==> src/rtl/bid_round_logger.sv <==
// Logs one record per completed auction round into a show-ahead FIFO and keeps
// saturating per-bidder win counters plus a saturating revenue total.
module bid_round_logger #(
  parameter int DEPTH   = 8,
  parameter int ROUND_W = 8,
  parameter int CNT_W   = 16,
  parameter int REV_W   = 40
) (
  input  logic                       clk,
  input  logic                       reset,
  input  logic                       roundOver,
  input  logic                       X_win,
  input  logic                       Y_win,
  input  logic                       Z_win,
  input  logic [31:0]                maxBid,
  input  logic                       clr_stats,
  input  logic                       rd_ready,
  output logic                       rd_valid,
  output logic [ROUND_W+33:0]        rd_data,
  output logic [$clog2(DEPTH):0]     count,
  output logic                       full,
  output logic                       overflow,
  output logic                       err_multi,
  output logic [CNT_W-1:0]           X_wins,
  output logic [CNT_W-1:0]           Y_wins,
  output logic [CNT_W-1:0]           Z_wins,
  output logic [REV_W-1:0]           revenue
);
  localparam int AW = $clog2(DEPTH);
  localparam int CW = AW + 1;
  localparam int RW = ROUND_W + 34;

  logic               round_over_q;
  logic [ROUND_W-1:0] round_id_q, round_id_d;
  logic [RW-1:0]      mem_q [DEPTH];
  logic [AW-1:0]      wr_ptr_q, wr_ptr_d, rd_ptr_q, rd_ptr_d;
  logic [CW-1:0]      count_q, count_d;
  logic               overflow_q, overflow_d, err_multi_q, err_multi_d;
  logic [CNT_W-1:0]   x_wins_q, x_wins_d, y_wins_q, y_wins_d, z_wins_q, z_wins_d;
  logic [REV_W-1:0]   revenue_q, revenue_d;
  logic [REV_W:0]     rev_sum;
  logic               evt, multi, full_w, pop, push_ok;
  logic [1:0]         code;
  logic [RW-1:0]      rec;

  always_comb begin
    evt   = roundOver & ~round_over_q;
    multi = (X_win & Y_win) | (X_win & Z_win) | (Y_win & Z_win);
    code  = 2'b00;
    if (!multi) begin
      if (X_win)      code = 2'b01;
      else if (Y_win) code = 2'b10;
      else if (Z_win) code = 2'b11;
    end
    rec     = {round_id_q, code, maxBid};
    full_w  = (count_q == CW'(DEPTH));
    pop     = (count_q != '0) & rd_ready;
    // A full FIFO still accepts a push when the head leaves on the same edge.
    push_ok = evt & (~full_w | pop);
    rev_sum = {1'b0, revenue_q} + (REV_W+1)'(maxBid);
  end

  always_comb begin
    wr_ptr_d    = wr_ptr_q + AW'(push_ok);
    rd_ptr_d    = rd_ptr_q + AW'(pop);
    count_d     = count_q + CW'(push_ok) - CW'(pop);
    round_id_d  = round_id_q + ROUND_W'(evt);
    overflow_d  = overflow_q | (evt & ~push_ok);
    err_multi_d = err_multi_q | (evt & multi);
    x_wins_d    = x_wins_q;
    y_wins_d    = y_wins_q;
    z_wins_d    = z_wins_q;
    revenue_d   = revenue_q;
    if (evt && code != 2'b00) begin
      if (code == 2'b01 && x_wins_q != '1) x_wins_d = x_wins_q + 1'b1;
      if (code == 2'b10 && y_wins_q != '1) y_wins_d = y_wins_q + 1'b1;
      if (code == 2'b11 && z_wins_q != '1) z_wins_d = z_wins_q + 1'b1;
      revenue_d = rev_sum[REV_W] ? '1 : rev_sum[REV_W-1:0];
    end
    // Clear wins over any coincident event update; the record itself is still logged.
    if (clr_stats) begin
      round_id_d  = '0;
      overflow_d  = 1'b0;
      err_multi_d = 1'b0;
      x_wins_d    = '0;
      y_wins_d    = '0;
      z_wins_d    = '0;
      revenue_d   = '0;
    end
  end

  always_ff @(posedge clk or posedge reset) begin
    if (reset) begin
      round_over_q <= 1'b0;
      round_id_q   <= '0;
      wr_ptr_q     <= '0;
      rd_ptr_q     <= '0;
      count_q      <= '0;
      overflow_q   <= 1'b0;
      err_multi_q  <= 1'b0;
      x_wins_q     <= '0;
      y_wins_q     <= '0;
      z_wins_q     <= '0;
      revenue_q    <= '0;
    end else begin
      round_over_q <= roundOver;
      round_id_q   <= round_id_d;
      wr_ptr_q     <= wr_ptr_d;
      rd_ptr_q     <= rd_ptr_d;
      count_q      <= count_d;
      overflow_q   <= overflow_d;
      err_multi_q  <= err_multi_d;
      x_wins_q     <= x_wins_d;
      y_wins_q     <= y_wins_d;
      z_wins_q     <= z_wins_d;
      revenue_q    <= revenue_d;
    end
  end

  always_ff @(posedge clk) begin
    if (push_ok) mem_q[wr_ptr_q] <= rec;
  end

  assign rd_valid  = (count_q != '0);
  assign rd_data   = mem_q[rd_ptr_q];
  assign count     = count_q;
  assign full      = full_w;
  assign overflow  = overflow_q;
  assign err_multi = err_multi_q;
  assign X_wins    = x_wins_q;
  assign Y_wins    = y_wins_q;
  assign Z_wins    = z_wins_q;
  assign revenue   = revenue_q;
endmodule

==> config.mk <==
export PLATFORM = sky130hd
export DESIGN_NAME = bid_round_logger
export DESIGN_NICKNAME = d
export VERILOG_FILES = /design/src/rtl/bid_round_logger.sv
export SDC_FILE = /design/constraint.sdc
export NUM_CORES = 1
export LEC_CHECK = 0
export BUFFER_PORTS_ARGS = -buffer_cell sky130_fd_sc_hd__buf_4
export CAP_MARGIN = 5
export CORE_MARGIN = 2
export CORE_UTILIZATION = 54
export DETAILED_ROUTE_END_ITERATION = 10
export HOLD_SLACK_MARGIN = 0.03
export PLACE_DENSITY = 0.86
export SYNTH_ARGS = -nofsm -noshare
export SYNTH_HDL_FRONTEND = slang
export SYNTH_SLANG_ARGS = --single-unit
==> constraint.sdc <==
create_clock -name clk -period 4.3 [get_ports clk]
set_input_delay 0.215 -clock clk [delete_from_list [all_inputs] [get_ports clk]]
set_output_delay 0.215 -clock clk [all_outputs]
set_load 0.05 [all_outputs]
==> reports/metrics.cfg, run 1 <==
[layout]
final_cell_area_mm2 = 0.0233
final_core_util_pct = 65.5
nFillCells = 2427
layout-drive-gt1-share_pct = 28.7
num-nets-final = 1545
area_delta_synth_final_pct = 19.2

[die]
std_cell_rows = 69
ioPinCount = 178
die_w_um = 194
start_util_pct = 54.9
die_h_um = 194
die_area_mm2 = 0.0377
coreArea_mm2 = 0.0356

[routing]
firstDrtPassIters = 5
viasPerCell = 6.01
drt-initial-drc-count = 865
vias = 11700
drc = 0
wire_per_inst_um = 22.5
ant_nets = 0
wl_mm = 43.9

[yosys]
synth_edf_count = 336
syn_area_per_cell_um2 = 15.7
synthArstFlopShare_pct = 24.5
synthCells = 1240
netlist_area_mm2 = 0.0195
synth_seq_area_share_pct = 65.6
synth_cell_types = 64
yosys_warnings = 0
synth_seq_cells = 445
synth_flop_cell = edfxtp_1
synth_nets = 1329

[setup_path]
critPathCaptureType = flop
crit_chain = dlygate4sd3_1 > buf_4 > ha_1 > fa_1 > a211oi_1 > o21ai_2 > o2111ai_2 > nand3_1 > nand3_4 > a21o_1 > and4_1 > nor3_1
cp.required_ps = 4700
slowest_delay_ps = 670
critical_path_class = primary input to flop
reg2reg_slack_ps = 920
crit_fanout = 21
crit_family = compound AO/OA/AOI/OAI gates
cp.arrival_ps = 3780
cpMaxStageDelayCell = a21o_1
crit_cells = 12
timing.critical_path.buf_inv = 2
reg2reg_depth = 10
startpoint_type = primary input

[grt]
grt_pass1_wl_mm = 68.9
grt_pass1_vias = 12100
grt_max_degree = 79
overflow = 0
grtUsageTotal_pct = 23.5
antenna_found_initial = 1

[timing]
worstMarginPinSlew_ps = 1110
period_minus_slack_ps = 3380
fin_setup_tns_ps = 0
max-slew-margin-rel_pct = 25.4
maxSlewViolCount = 0
skew_ps = 28.1
setup_viol = 0
rsz0062_at_grt = no
fin_crit_sh_pct = 78.6
hold_viol_final = 0
fmax_mhz = 296

[worst_hold_path]
holdPathStages = 4
hold_path.class = primary input to flop

[clock_tree]
clock-root-buffer = clkbuf_16
cts-htree-levels = 2
clk_pin_slew_ps = 60
postCtsSetupBuffers = 0
cts_repair_resize_count = 0
cts_hold_buf = 36
clk_path_buf_depth = 3
cts_sinks = 445
numCtsBuffers = 45
insertion_delay_ps = 570
cts_tree = built

[status]
outcome = finished, final reports clean

[placement]
dp_hpwl_mm = 27.7
portBuffers = 177
gp_congestion = 0.885
postPlaceCellArea_mm2 = 0.0215

[run]
cap_violations = 0

[power]
max-vdd-ir-drop_mv = 0.485
cellPowerDensity_mw_per_mm2 = 579
p_leak_nw = 8.73

-- tightest hold or removal path, stage by stage --
cell	delay, ps
buf_4	140
a2111oi_4	90
xnor2_1	150
nor2_1	40
-- cells in the final DEF (no fill, tap or decap), drive strengths merged, types with 30 or more instances in the layout --
| cell | instances |
|---|---|
| ha | 47 |
| dlygate4sd3 | 36 |
| nor2 | 114 |
| xor2 | 52 |
| o21ai | 30 |
| dfrtp | 109 |
| mux4 | 84 |
| a21oi | 48 |
| edfxtp | 336 |
| mux2 | 42 |
| nand2 | 52 |
| buf | 195 |
| clkbuf | 56 |
-- flip-flops by register name (all words and copies together) (netlist names), 4 cells and up --
signal	flops
count	4
Y_wins	16
X_wins	16
revenue	40
Z_wins	16
mem_q	336
round_id_q	8
-- final timing paths --
kind                               end       start
min                          Y_wins[0]       Z_win
min in group asynchronous  rd_ptr_q[1]       reset
max                        revenue[38]   maxBid[0]
max in group asynchronous  revenue[21]       reset
max reg2reg                revenue[38]  revenue[0]
min reg2reg                   overflow    overflow
-- per-layer routing --
metal | GRT usage [%] | part of all wire [%] | vias to the layer above
met5 | 0 | 0 | -
met2 | 39.0 | 50 | 429
met4 | 6.65 | 2.5 | 0
met3 | 5.24 | 7.5 | 76
met1 | 31.6 | 40 | 5971
li1 | - | - | 5266
-- area by class of cell --
class                      instances  area [um^2]  area share [%]
tap                              461          577            2.48
clock buffer                      56         1200            5.14
inverter                          17         66.3           0.285
timing repair buffer             231         1910            8.21
sequential                       445        12800            55.1
antenna                            2         5.00          0.0215
multi-input combinational        716         6440            27.7
clock inverter                    27          264            1.13
-- per-stage QoR --
step	instances	power [mW]	worst slack, ps	hold slack, ps
2_1_floorplan	1240	8.49	72.5	246
3_3_place_gp	1834	9.64	1160	336
3_5_place_dp	1834	9.73	1030	338
4_1_cts	1953	13.6	931	66.7
5_1_grt	1954	14.0	794	101
6_report	1955	13.5	918	88.2
-- Yosys cell counts (5+ instances only) --
cell type,instances,area [um^2]
a211oi_1,10,75.1
a211oi_2,11,138
a21o_1,19,143
a21oi_1,44,220
a311oi_1,17,149
a31oi_1,8,50.1
and2_1,6,37.5
and3_1,20,125
and4_1,9,78.8
buf_2,16,80.1
clkbuf_1,38,143
dfrtp_1,109,2730
edfxtp_1,336,10100
ha_1,47,588
inv_1,17,63.8
mux2_2,42,473
mux4_2,84,1890
nand2_1,51,191
nand2b_1,8,50.1
nand3_1,21,105
nand4_1,19,119
nor2_1,113,424
nor3_1,16,80.1
o211ai_1,5,37.5
o21ai_0,29,145
or3_1,10,62.6
xnor2_1,27,236
xor2_1,52,455
-- cells by family after synthesis --
| kind of cell | share of synthesized area, % |
|---|---|
| flip-flops | 65.6 |
| AO/OA/AOI/OAI | 6.51 |
| adder cells (fa/ha/maj) | 3.27 |
| multiplexers | 12.3 |
| AND/OR/NAND/NOR | 7.00 |
| buffers and inverters | 1.77 |
| XOR/XNOR | 3.54 |
-- report_power, final --
part           switching [mW]  total (mW)  leakage, nW  internal [mW]
logic                    2.59        4.35         3.47           1.76
clock network            1.62        3.85        0.715           2.23
registers               0.332        5.29         4.55           4.96
total                    4.55        13.5         8.73           8.95
(Power assumes the default switching activity.)
==> run 2: changes to the inputs <==
Clock period 4.3 ns to 2.8 ns, I/O delays scaled along.
==> run 2 against run 1 <==
  * Critical path depth down 1
  * Global-route usage up 0.54 points
  * Cell count rose by 1.3%
  * Sequential share of layout area decreased by 1.3 points
  * Setup slack worse by 840 ps
  * Clock skew shrank 15 ps
  * Critical endpoint is now revenue[26]
  * Power up 57%
  * Final area increased by 2.4%
  * Utilization up 1.6 points
==> reports/metrics.cfg, run 2 (same netlist as run 1, synthesis figures left out) <==
[die]
std_cell_rows = 69
die_h_um = 194
coreArea_mm2 = 0.0356
start_util_pct = 54.9
ioPinCount = 178
die_area_mm2 = 0.0377
die_w_um = 194

[clock_tree]
clk_pin_slew_ps = 70
clock-root-buffer = clkbuf_16
cts_sinks = 445
insertion_delay_ps = 540
numCtsBuffers = 45
cts_tree = built
cts-htree-levels = 2
clk_path_buf_depth = 3

[setup_path]
crit_top_cell = a211oi_2
critical_path_class = flop to flop
slowest_delay_ps = 440
cp-startpoint = revenue[0]
crit_fanout = 3
cp.required_ps = 3260
cpMaxStageDelayCell = dfrtp_2
startpoint_type = flop
reg2reg_depth = 11
critPathCaptureType = flop
r2r-start = revenue[0]
cp.arrival_ps = 3180
crit_chain = ha_4 > fa_2 > a211oi_2 > o21ai_2 > o2111ai_2 > a2111oi_2 > a2111o_1 > a21oi_2 > o21bai_1 > xnor2_1 > a211oi_2

[grt]
grt_pass1_vias = 12400
grt_pass1_wl_mm = 70.6
overflow = 0
grt_max_degree = 61
antenna_found_initial = 1
grtUsageTotal_pct = 24.1

[placement]
portBuffers = 177
dp_hpwl_mm = 27.4
gp_congestion = 0.917

[layout]
layout.cells.most_common_list = edfxtp_1 (336), buf_4 (203), nor2_1 (105)
largest_reg_flops = 336
area_delta_synth_final_pct = 22.2
layout-drive-gt1-share_pct = 32.3
diodes = 0
final_common_cell = edfxtp_1
regMostFlops = mem_q
num-nets-final = 1571

[run]
cap_violations = 0

[power]
intPower_mw = 14.0
p_sw_mw = 7.08
sw_frac_of_total_pct = 33.5
cellPowerDensity_mw_per_mm2 = 885
pwr-share-clk_pct = 28.3
p_leak_nw = 8.91
power_frac_comb_pct = 33.9
power_frac_seq_pct = 37.8
max-vdd-ir-drop_mv = 0.866

[status]
outcome = finished, final reports clean

[routing]
vias = 12000
firstDrtPassIters = 7
drc = 0
viasPerCell = 6.04
drt-initial-drc-count = 1010
wl_mm = 45.3
wire_per_inst_um = 22.9
ant_nets = 0

[timing]
worstMarginPinSlew_ps = 619
hold_slack_ps = 44.7
fmax_mhz = 367
fin_setup_tns_ps = 0
skew_ps = 13.4
rsz0062_at_grt = yes
maxSlewViolCount = 0
fin_crit_sh_pct = 97.2
max-slew-margin-rel_pct = 58.7
hold_viol_final = 0
setup_viol = 0
period_minus_slack_ps = 2720

[worst_hold_path]
worstHoldStart = Y_win
hold_path.class = primary input to flop
holdPathStages = 2

==> run 2: stage by stage <==
step	setup slack [ps]	area (um^2)	power, mW	util (%)	std cells
2_1_floorplan	-283	19700	13.2	-	1240
3_3_place_gp	47.0	21800	15.0	61.3	1854
3_5_place_dp	14.8	21800	15.2	61.3	1854
4_1_cts	8.27	23700	21.3	66.6	1977
5_1_grt	-65.3	23900	21.9	67.1	1980
6_report	78.0	23900	21.1	67.1	1980
==> run 2: what timing repair did <==
item	CTS	global route
hold buffers	37	0
pin swaps	3	9
endpoints found under the hold margin	287	0
gates resized for setup	0	26
setup endpoints to repair	30	38
buffers inserted	2	4
==> run 2: layer usage <==
metal	share of wire [%]	GRT usage [%]	vias up	routed length (um)
li1	-	-	5301	-
met5	0.024	0	-	11
met3	8.2	4.82	69	3720
met2	51	40.7	537	23000
met4	1.8	5.58	2	814
met1	39	32.4	6049	17800
==> run 2: power groups by stage <==
stage	logic (mW)	clock network, mW	registers, mW
after floorplan	5.07	0	8.08
after global placement	6.91	0	8.12
after detailed placement	7.02	0	8.17
after CTS	7.22	6.06	7.99
after global routing	7.53	6.35	8.03
final	7.16	5.98	7.98
==> run 2: worst paths after layout <==
path                       slack (ps)      endpoint
max in group asynchronous        1840   revenue[34]
setup / recovery                   80   revenue[26]
min in group asynchronous         240    Z_wins[11]
hold reg to reg                   510      overflow
setup reg to reg                   80   revenue[26]
hold / removal                     40  mem_q[7][32]
==> run 2: worst max-delay path, delay by kind of cell (launching register included) <==
family | cells | cell delay (ps)
xor gates and xnor gates | 1 | 140
adders and majority gates | 2 | 520
AOI/OAI and AO/OA | 8 | 1540
DFF | 1 | 440
==> run 2: layout make-up <==
type	count	area [um^2]
clock buffers	65	1370
multi-input cells	716	6640
repair buffers	257	2230
flip-flops and latches	445	12800
clock inverters	19	136
inverters	17	67.6
fillers	2372	11700
well taps	461	577
